[config.mk]
export PLATFORM = sky130hd
export DESIGN_NAME = mem_port_arbiter
export DESIGN_NICKNAME = d
export VERILOG_FILES = /design/src/rtl/mem_port_arbiter.sv
export SDC_FILE = /design/constraint.sdc
export NUM_CORES = 1
export LEC_CHECK = 0
export CAP_MARGIN = 20
export CORE_AREA = 2 2 107 109
export CTS_CLUSTER_DIAMETER = 80
export DETAILED_ROUTE_END_ITERATION = 10
export DIE_AREA = 0 0 109 111
export GPL_TIMING_DRIVEN = 0
export PLACE_DENSITY_LB_ADDON = 0.05
export REMOVE_ABC_BUFFERS = 1
export SYNTH_ARGS = -nofsm -noshare
export SYNTH_HDL_FRONTEND = slang
export SYNTH_SLANG_ARGS = --single-unit
export TNS_END_PERCENT = 20
[constraint.sdc]
create_clock -name clk -period 2.25 [get_ports clk]
set_clock_uncertainty 0.1 [all_clocks]
set_input_delay 0.45 -clock clk [delete_from_list [all_inputs] [get_ports clk]]
set_output_delay 0.45 -clock clk [all_outputs]
set_load 0.005 [all_outputs]
[src/rtl/mem_port_arbiter.sv]
// mem_port_arbiter: shares one single-port word SRAM between instruction fetch and data load/store ports.
// Data wins by default; a saturating starvation counter forces a fetch grant after STARVE_MAX denials.
module mem_port_arbiter #(
  parameter int MEM_AW     = 12,
  parameter int STARVE_MAX = 4
) (
  input  logic              clk,
  input  logic              rst_n,
  input  logic              if_req,
  input  logic [31:0]       if_addr,
  output logic              if_gnt,
  output logic              if_rvalid,
  output logic [31:0]       if_rdata,
  input  logic              d_re,
  input  logic [31:0]       d_raddr,
  output logic              d_rgnt,
  output logic              d_rvalid,
  output logic [31:0]       d_rdata,
  input  logic              d_we,
  input  logic [31:0]       d_waddr,
  input  logic [31:0]       d_wdata,
  output logic              d_wgnt,
  output logic              mem_en,
  output logic              mem_we,
  output logic [MEM_AW-1:0] mem_addr,
  output logic [31:0]       mem_wdata,
  input  logic [31:0]       mem_rdata
);
  localparam int CW = $clog2(STARVE_MAX + 1);
  typedef enum logic [1:0] {G_NONE, G_IF, G_DR, G_DW} gnt_t;
  gnt_t          last_gnt;
  logic [CW-1:0] starve_cnt;
  logic          force_if;
  logic          unused_bits;
  // Grants are gated by rst_n so every output is quiet the moment reset asserts.
  always_comb begin
    force_if  = rst_n && if_req && starve_cnt == CW'(STARVE_MAX);
    d_wgnt    = rst_n && !force_if && d_we;
    d_rgnt    = rst_n && !force_if && !d_we && d_re;
    if_gnt    = rst_n && if_req && (force_if || (!d_we && !d_re));
    mem_en    = d_wgnt || d_rgnt || if_gnt;
    mem_we    = d_wgnt;
    mem_addr  = d_wgnt ? d_waddr[MEM_AW+1:2] :
                d_rgnt ? d_raddr[MEM_AW+1:2] :
                if_gnt ? if_addr[MEM_AW+1:2] : '0;
    mem_wdata = d_wgnt ? d_wdata : '0;
    if_rvalid = last_gnt == G_IF;
    d_rvalid  = last_gnt == G_DR;
    if_rdata  = if_rvalid ? mem_rdata : '0;
    d_rdata   = d_rvalid ? mem_rdata : '0;
  end
  always_ff @(posedge clk or negedge rst_n)
    if (!rst_n) begin
      last_gnt   <= G_NONE;
      starve_cnt <= '0;
    end else begin
      last_gnt   <= d_wgnt ? G_DW : d_rgnt ? G_DR : if_gnt ? G_IF : G_NONE;
      starve_cnt <= !(if_req && !if_gnt) ? '0 :
                    starve_cnt == CW'(STARVE_MAX) ? starve_cnt : starve_cnt + CW'(1);
    end
  assign unused_bits = ^{if_addr[31:MEM_AW+2], if_addr[1:0], d_raddr[31:MEM_AW+2],
                         d_raddr[1:0], d_waddr[31:MEM_AW+2], d_waddr[1:0]};
endmodule

==> results of run 1 <==
## stage by stage
step                setup WS [ps]  area [µm²]  hold slack [ps]
floorplan                    -117        1190             54.4
global placement            -1660        3560              458
detailed placement          -1680        3610              458
CTS                          -139        3890              514
global route                 -167        4060              533
finish                       -102        4060              514
## layout make-up
type,instances,area (µm²)
sequential,5,125
multi-input combinational,170,1250
timing repair buffer,255,2420
tap,143,179
fill,1161,7010
inverter,3,11.3
clock buffer,4,78.8
## sequential cells by signal (all words and copies together) (netlist names)
name and cells:
starve_cnt 3, last_gnt 2
## power by group through the flow
stage | Sequential (mW) | Combinational, mW | Clock (mW)
floorplan | 0.104 | 0.156 | 0
global placement | 0.105 | 0.592 | 0
detailed placement | 0.106 | 0.602 | 0
CTS | 0.107 | 0.631 | 0.295
global route | 0.108 | 0.715 | 0.304
finish | 0.107 | 0.660 | 0.290
## repair_timing
item / 4_1_cts / 5_1_grt
hold buffers: 1 / 0
setup endpoints to repair: 112 / 37
resized for setup: 211 / 56
gates cloned: 8 / 0
endpoints found under the hold margin: 5 / 0
pin swaps: 14 / 20
setup buffers: 23 / 11
## routing by layer
layer | up-vias | track usage [%]
met5 | - | 0
met4 | 0 | 3.25
met3 | 8 | 4.41
met2 | 125 | 25.4
met1 | 992 | 14.3
li1 | 1145 | -
## how the worst max path moves through the flow
stage / cells past startpoint / to / from / slack, ps
finish: 7 / mem_addr[0] / starve_cnt[0] / -100
global route: 7 / mem_addr[0] / starve_cnt[0] / -170
CTS: 6 / if_gnt / starve_cnt[0] / -140
detailed placement: 5 / mem_addr[2] / if_req / -1680
global placement: 5 / mem_addr[2] / if_req / -1660
floorplan: 5 / mem_addr[1] / starve_cnt[0] / -120
## cell families after synthesis
| logic type | count (synthesis) | share of synthesized area (%) |
|---|---|---|
| simple gates | 132 | 62.7 |
| fa+ha+maj | 2 | 1.95 |
| compound gates | 29 | 17.5 |
| buf+inv | 21 | 8.07 |
| flops | 5 | 9.73 |
## placed cells by master (no fill, tap or decap), types with 6 or more instances in the layout
cell | Yosys | layout
or3_1 | 6 | 6
clkdlybuf4s15_1 | 0 | 10
buf_4 | 1 | 20
buf_6 | 2 | 21
dlymetal6s2s_1 | 0 | 6
clkdlybuf4s50_1 | 0 | 115
nor2_4 | 1 | 7
buf_2 | 5 | 14
and2_1 | 96 | 86
clkbuf_2 | 0 | 8
nand3_1 | 7 | 7
and2_4 | 0 | 10
a22o_1 | 7 | 7
dlygate4sd2_1 | 0 | 55
==> run_results.csv, run 1 <==
group,metric,value,unit
final_layout,layout-drive-gt1-share,23.3,%
min_path,min_from,"if_req",
critical_path,crit_path_end_kind,"output pin",
timing,final_hold_viol_count,0,
global_routing,grt_max_degree,28,
synthesis,synth_edf_count,0,
clocking,cts_buffer_depth,2,
power,sequentialPowerShare,10.1,%
global_routing,gr-total-overflow,0,
critical_path,timing.rr.end,"starve_cnt[1]",
drt,routed_wl,8960,µm
timing,fin_crit_sh,105,%
synthesis,synth_flop_cell,"dfrtp_1",
critical_path,cp_data_arrival_time,1800,ps
drt,drc_errors,0,
power,p_comb_share,62.5,%
synthesis,syn_area,1290,µm²
placement,dp_cells,535,
drt,vias,2270,
critical_path,crit_buf_inv,3,
critical_path,critPathKind,"flip-flop to output pin",
min_path,hold_path_class,"input pin to flip-flop",
placement,port-buffer-count,219,
run,max-cap-violations,0,
synthesis,ys_seq_area_share,9.73,%
critical_path,r2r_cells,8,
placement,place.gp.congestion,0.762,
drt,dr_wl_met2,4570,µm
critical_path,crit_family,"simple AND/OR/NAND/NOR gates",
critical_path,path_max_fanout,6,
power,finalPower,1.06,mW
timing,finalSetupViolCount,12,
power,clkPwrFrac,27.4,%
floorplanning,core,11100,µm²
drt,ant_nets,0,
synthesis,yosysUniqueCellTypes,27,
critical_path,cp_cell_sequence,"inv_2 -> ha_4 -> and3_4 -> buf_6 -> or3_1 -> a22o_1 -> buf_2",
placement,dp_hpwl,6750,µm
drt,met1Wirelength,3270,µm
clocking,clk_latency,230,ps
timing,timing.fmax,425,MHz
power,netSwitchingFraction,27.4,%
synthesis,yosysTopAreaCell,"and2_1",
min_path,whs_path_depth,2,
critical_path,cpMaxStageDelayCell,"dfrtp_1",
final_layout,stdcell_count,580,
synthesis,yosys_warnings,0,
synthesis,synth_area_leaders,"and2_1, dfrtp_1, a22o_1",
drt,dr_wl_met3,977,µm
critical_path,slowest_delay,350,ps
power,switchingPower,0.289,mW
clocking,cts_buffers,3,
floorplanning,die_h,111,µm
final_layout,layout.nets,605,
critical_path,worst_ep_required_time,1700,ps
global_routing,gr-usage-all-layers,13.6,%
floorplanning,fp.dieW,109,µm
synthesis,synthCells,189,
global_routing,grt_pass1_wl,12600,µm
timing,setup_slack,-102,ps
timing,final_max_slew_viol_count,0,
floorplanning,die_area,12100,µm²
synthesis,async_reset_ff_share,100,%
drt,first_iter_violations,58,
critical_path,crit-reg2reg-launch,"starve_cnt[0]",
drt,vias_per_cell,3.91,
min_path,holdPathEnd,"starve_cnt[1]",
power,power_density,260,nW/µm²
drt,routedWlPerCell,15.4,µm
critical_path,r2r_slack,640,ps
final_layout,area_growth,216,%
global_routing,grt_pass1_vias,2168,
floorplanning,num_io_pins,280,
drt,drt-pass1-iter-count,6,
outcome,status,"finished with violations",
synthesis,yosys-top-cells-count,"and2_1, clkbuf_1, o22ai_1, a22o_1, nand3_1",
floorplanning,initial_utilization,11.6,%
final_layout,utilization,36.7,%
power,p_int,0.768,mW
outcome,violations,"setup timing",
critical_path,crit_path_start_kind,"flip-flop",
synthesis,syn_area_per_cell,6.81,µm²
timing,rsz0062_at_grt,"true",
synthesis,ys_ff_latch,5,
clocking,tritoncts,"done",
final_layout,num_antenna_cells,0,
clocking,htree_levels,1,
clocking,clkTransAtPathRegs,30,ps
timing,worst_slew_pin_slew,456,ps
synthesis,synth.most_common_cell,"and2_1",
synthesis,synth_top_area_share,46.7,%
drt,routed.top_layer,"met4",
power,p_leak,2.01,nW
timing,post-route-min-period,2350,ps
global_routing,antenna_found_initial,0,
clocking,cts.sinks,5,
timing,relSlewSlack,69.3,%
floorplanning,rows,39,
clocking,root_buffer,"clkbuf_16",
power,ir_drop,0.266,mV
timing,setup_tns,-586,ps
No activity file was read; power rests on OpenSTA's default activity.
==> run 2: changes to the inputs <==
Settings changed: PLACE_DENSITY_LB_ADDON 0.05 to not set, RECOVER_POWER set to 25.
==> run 2 against run 1 <==
The flow still finishes with violations (setup timing). Via count increased by 1.9%. First-iteration DRC count increased by 47%. Flip-flop and latch count did not move. Maximum frequency fell by 2.9%. Final cell count is 2.4% lower. Largest power group unchanged. Global-route usage fell by 0.69 points. Non-clock buffer count fell by 13. Core utilization shrank 2.0 points. Highest routed layer unchanged. Critical endpoint is now mem_wdata[3]. Hold slack got worse by 29 ps. Die area stayed put. Critical path depth decreased by 1.
==> run_results.csv, run 2 (synthesized netlist as in run 1, its figures left out) <==
group,metric,value,unit
clocking,tritoncts,"done",
global_routing,grt_pass1_vias,2380,
timing,rsz0062_at_grt,"true",
floorplanning,fp.dieW,109,µm
final_layout,final_common_cell,"clkdlybuf4s50_1",
critical_path,critPathKind,"flip-flop to output pin",
min_path,min_from,"starve_cnt[1]",
placement,port-buffer-count,219,
final_layout,final_cell_mix,"clkdlybuf4s50_1, and2_1, dlygate4sd2_1, clkbuf_2, buf_2",
global_routing,gr-total-overflow,0,
final_layout,largest_register_ffs,3,
placement,dp_hpwl,6500,µm
power,ir_drop,0.137,mV
floorplanning,die_h,111,µm
power,p_leak,1.76,nW
timing,post-route-min-period,2420,ps
outcome,status,"finished with violations",
global_routing,gr-usage-all-layers,12.9,%
critical_path,timing.rr.end,"starve_cnt[1]",
power,finalPower,1.01,mW
timing,final_max_slew_viol_count,0,
clocking,clk_latency,230,ps
final_layout,layout.nets,591,
critical_path,crit-reg2reg-launch,"starve_cnt[0]",
floorplanning,initial_utilization,11.6,%
critical_path,r2r_slack,670,ps
global_routing,grt_pass1_wl,12400,µm
timing,fin_crit_sh,108,%
drt,first_iter_violations,85,
drt,ant_nets,0,
placement,place.gp.congestion,0.775,
timing,setup_slack,-172,ps
clocking,cts.sinks,5,
timing,finalSetupViolCount,37,
global_routing,grt_max_degree,34,
drt,routed_wl,8380,µm
critical_path,cp_data_arrival_time,1870,ps
critical_path,r2r_cells,8,
critical_path,crit_path_start_kind,"flip-flop",
timing,relSlewSlack,65.1,%
drt,routedWlPerCell,14.8,µm
floorplanning,die_area,12100,µm²
final_layout,stdcell_area,3840,µm²
clocking,cts_buffers,3,
drt,drc_errors,0,
clocking,clkTransAtPathRegs,30,ps
final_layout,top_regs,"starve_cnt (3), last_gnt (2)",
global_routing,antenna_found_initial,0,
power,power_density,264,nW/µm²
floorplanning,num_io_pins,280,
critical_path,crit_start,"starve_cnt[1]",
clocking,cts_buffer_depth,2,
placement,postPlaceCellArea,3580,µm²
timing,timing.fmax,413,MHz
drt,vias_per_cell,4.09,
min_path,hold_path_class,"flip-flop to flip-flop",
floorplanning,rows,39,
floorplanning,core,11100,µm²
critical_path,crit_path_end_kind,"output pin",
final_layout,n_fill_cell,1204,
final_layout,top_register,"starve_cnt",
critical_path,cp-endpoint,"mem_wdata[3]",
timing,worst_slew_pin_slew,523,ps
clocking,root_buffer,"clkbuf_16",
drt,drt-pass1-iter-count,4,
final_layout,area_growth,198,%
run,max-cap-violations,0,
drt,vias,2314,
critical_path,path_max_fanout,5,
timing,final_hold_viol_count,0,
outcome,violations,"setup timing",
critical_path,worst_ep_required_time,1700,ps
final_layout,num_antenna_cells,0,
clocking,htree_levels,1,
final_layout,layout-drive-gt1-share,20.6,%
## run 2: timing repair
action                                  CTS  global route
pin swaps                                31            10
hold buffers                              1             0
endpoints found under the setup margin   84            79
resized for setup                       165            37
hold endpoints to repair                  5             0
setup buffers                            16             6
gates cloned                              6             0
## run 2: per-layer routing
| metal | GRT usage, % | part of all wire, % |
|---|---|---|
| met2 | 25.3 | 52 |
| met1 | 12.0 | 32 |
| met4 | 2.82 | 0.90 |
| met3 | 5.35 | 16 |
| met5 | 0 | 0 |
## run 2: stage by stage
| step | hold WS [ps] | TNS (ps) | utilization, % | std cells | setup slack [ps] |
|---|---|---|---|---|---|
| 4_1_cts | 488 | -4430 | 34.9 | 560 | -247 |
| 3_5_place_dp | 476 | -78070 | 32.4 | 534 | -1560 |
| 6_report | 485 | -2600 | 34.7 | 566 | -172 |
| 2_1_floorplan | 54.4 | -2840 | - | 171 | -117 |
| 3_3_place_gp | 456 | -118750 | 32.2 | 533 | -1550 |
| 5_1_grt | 532 | -9870 | 34.7 | 566 | -278 |
## run 2: worst min path at each step
stage | endpoint | slack, ps | depth (start not counted)
floorplan | last_gnt[0] | 50 | 0
global placement | starve_cnt[0] | 460 | 2
detailed placement | starve_cnt[0] | 480 | 2
CTS | starve_cnt[1] | 490 | 2
global route | starve_cnt[1] | 530 | 2
finish | starve_cnt[1] | 480 | 2
## run 2: worst max-delay path, cell delays in order, from the launching register on
cell and delay [ps]:
dfrtp_1 370, inv_2 60, ha_4 180, and3_4 200, nor2_4 170, and2_1 170, clkdlybuf4s50_1 500
## run 2: final cells by class
type	count	area, µm²	area share, %
clock buffers	4	78.8	2.05
inverters	3	11.3	0.293
multi-input cells	169	1210	31.6
flip-flops and latches	5	125	3.26
well taps	143	179	4.66
repair buffers	242	2230	58.1
## run 2: power breakdown
group | total [mW] | internal (mW) | switching, mW
Combinational | 0.614 | 0.402 | 0.212
Clock | 0.292 | 0.235 | 0.0569
Sequential | 0.107 | 0.0983 | 0.00884
==> patch: new RTL, config.mk and constraints of run 2 <==
Encoding of `gnt_t`: now one-hot (4 bits for 4 values).
--- a/src/rtl/mem_port_arbiter.sv
+++ b/src/rtl/mem_port_arbiter.sv
@@ -29,3 +29,3 @@
   localparam int CW = $clog2(STARVE_MAX + 1);
-  typedef enum logic [1:0] {G_NONE, G_IF, G_DR, G_DW} gnt_t;
+  typedef enum logic [3:0] {G_NONE = 4'b0001, G_IF = 4'b0010, G_DR = 4'b0100, G_DW = 4'b1000} gnt_t;
   gnt_t          last_gnt;
Check against the original RTL: same outputs for any inputs over 10 cycles, from zero or initial values and one cycle with rst_n low; not proved beyond that.
==> patch against run 2 <==
  * The run still ends with negative setup slack left
  * Critical endpoint is now mem_addr[10]
  * Synthesized area increased by 3.3%
  * Combinational power is 18% lower
  * Global-route usage decreased by 0.26 points
  * Worst setup slack lost 0.00067 ns
  * Synthesized cell count decreased by 4.2%
  * Routed wire length up 3.2%
  * Sequential cell count rose by 2
  * Largest power group unchanged
  * Design area is 0.29% higher
  * Total power down 5.4%
==> patch: results (changes against run 2) <==
[placement]
place_ws_ns = -1.29  ; +0.263 ns
dp_hpwl_um = 6340  ; -2.4%
gp_congestion = 0.713  ; -8.0%
dp_cells = 528  ; -1.1%

[detailed_routing]
wl_per_cell_um = 15.3  ; +3.5%
drtIter0Drc = 98  ; +15%
vias_per_cell = 4.07  ; -0.38%

[critical_path]
cp.arrival_ns = 1.87  ; about the same
crit_family = simple AND/OR/NAND/NOR gates
cpMaxStageDelayCell = dfrtp_1
cp_slowest_stage_delay_ns = 0.39  ; -0.11 ns
reg2reg_depth = 6  ; -2

[layout]
reg.largest.list = last_gnt (4), starve_cnt (3)
fillers = 1186  ; -1.5%
antenna_cells = 0  ; unchanged
drive_above_1_share_pct = 29.7  ; +9.1 points
nets = 589  ; -0.34%
final_cells = 564  ; -0.35%

[hold_path]
holdCritPathClass = input pin to async pin

[clocking]
clock_path_buffers = 2  ; unchanged
cts_root_buffer = clkbuf_16
numCtsBuffers = 3  ; unchanged
clk_pin_slew_ns = 0.04
cts_max_level = 1  ; unchanged

[logic_synthesis]
yosysSeqAreaShare_pct = 13.3  ; +3.5 points
ys_types = 26  ; -3.7%
synthTopCellsByCount = and2_1 (97), nand3_1 (12), clkbuf_1 (9)
syn_area_per_cell_um2 = 7.34  ; +7.9%
ys.warnings.count = 0  ; unchanged
yosys-top-cells-area = and2_1 (46%), dfrtp_1 (11%), a221o_1 (4.5%)

[sta]
hold_viol = 0  ; unchanged
slew_headroom_pct = 71.7  ; +6.6 points
setup_viol = 8  ; -78%
fin_tns_setup_ns = -0.952  ; +1.65 ns
finalWorstSetupSlack_ns = -0.173  ; -0.000669 ns

[grt]
grt_pass1_wl_um = 12000  ; -3.7%
grt_pass1_vias = 2281  ; -4.2%
antenna_found_initial = 1  ; +1
grt_max_degree = 28  ; -18%
grtUsageTotal_pct = 12.6  ; -0.26 points

[power_and_ir_drop]
peakVddDrop_uv = 205  ; +50%
p_leak_nw = 2.16  ; +23%

[status]
violations = negative setup slack
status = finished with violations

==> patch: cell types whose count changed in the layout (fill, tap and decap cells not counted), sizes merged, moves of 7 or more <==
| cell | change |
|---|---|
| clkdlybuf4s50 | -50 |
| clkbuf | +35 |
| dlygate4sd2 | +13 |
| nor2 | -9 |
| o22ai | -9 |
| nand3 | +8 |
| a22o | -7 |
| dlymetal6s2s | +7 |
| inv | +7 |
==> patch: power by group <==
part | switching, mW | total, mW | leakage, nW | internal (mW)
Combinational | 0.184 | 0.503 | 2.04 | 0.319
Sequential | 0.0127 | 0.150 | 0.0886 | 0.138
Clock | 0.0689 | 0.305 | 0.0382 | 0.236
==> patch: kinds of logic (layout without fill, tap and decap cells) <==
| logic type | after synthesis | after routing | share of synthesized area, % |
|---|---|---|---|
| XOR/XNOR | 1 | 1 | 0.659 |
| flip-flops | 7 | 7 | 13.3 |
| AND/OR/NAND/NOR | 126 | 127 | 60.9 |
| multiplexers | 1 | 1 | 0.847 |
| buffers and inverters | 23 | 261 | 8.38 |
| AO/OA/AOI/OAI | 21 | 22 | 14.0 |
| adder cells (fa/ha/maj) | 2 | 2 | 1.88 |
==> patch: layer usage <==
| metal | wire length, um | track usage (%) | part of all wire (%) |
|---|---|---|---|
| met1 | 2910 | 12.4 | 34 |
| met2 | 4450 | 24.8 | 51 |
| met3 | 1200 | 4.70 | 14 |
| met4 | 68 | 2.05 | 0.79 |
| met5 | 13 | 0 | 0.15 |
==> patch: repair_timing <==
action / 4_1_cts / 5_1_grt
endpoints found under the setup margin: 119 / 65
gates resized for setup: 193 / 118
pin swaps: 8 / 3
gates cloned: 6 / 3
setup buffers: 15 / 8
==> patch: final timing paths <==
kind / startpoint / end / slack, ns
setup / recovery: starve_cnt[0] / mem_addr[10] / -0.17
hold / removal: rst_n / last_gnt[3] / 0.05
setup reg to reg: starve_cnt[0] / starve_cnt[1] / 0.68
hold reg to reg: starve_cnt[2] / starve_cnt[2] / 0.63
max in group asynchronous: rst_n / last_gnt[0] / 1.67
min in group clk: rst_n / last_gnt[0] / 0.63
==> patch: layout make-up <==
class                           instances  share of cell area [%]
Clock buffer                            4                    2.05
Multi-Input combinational cell        153                    31.0
Inverter                                6                   0.780
Timing Repair Buffer                  247                    55.5
Timing Repair inverter                  4                    1.36
Sequential cell                         7                    4.61
Tap cell                              143                    4.65
==> patch: stage by stage <==
| stage | utilization (%) | cell area [um^2] |
|---|---|---|
| global route | 34.8 | 3850 |
| finish | 34.8 | 3850 |
| floorplan | - | 1240 |
| detailed placement | 33.0 | 3650 |
| CTS | 35.2 | 3900 |
| global placement | 32.6 | 3610 |
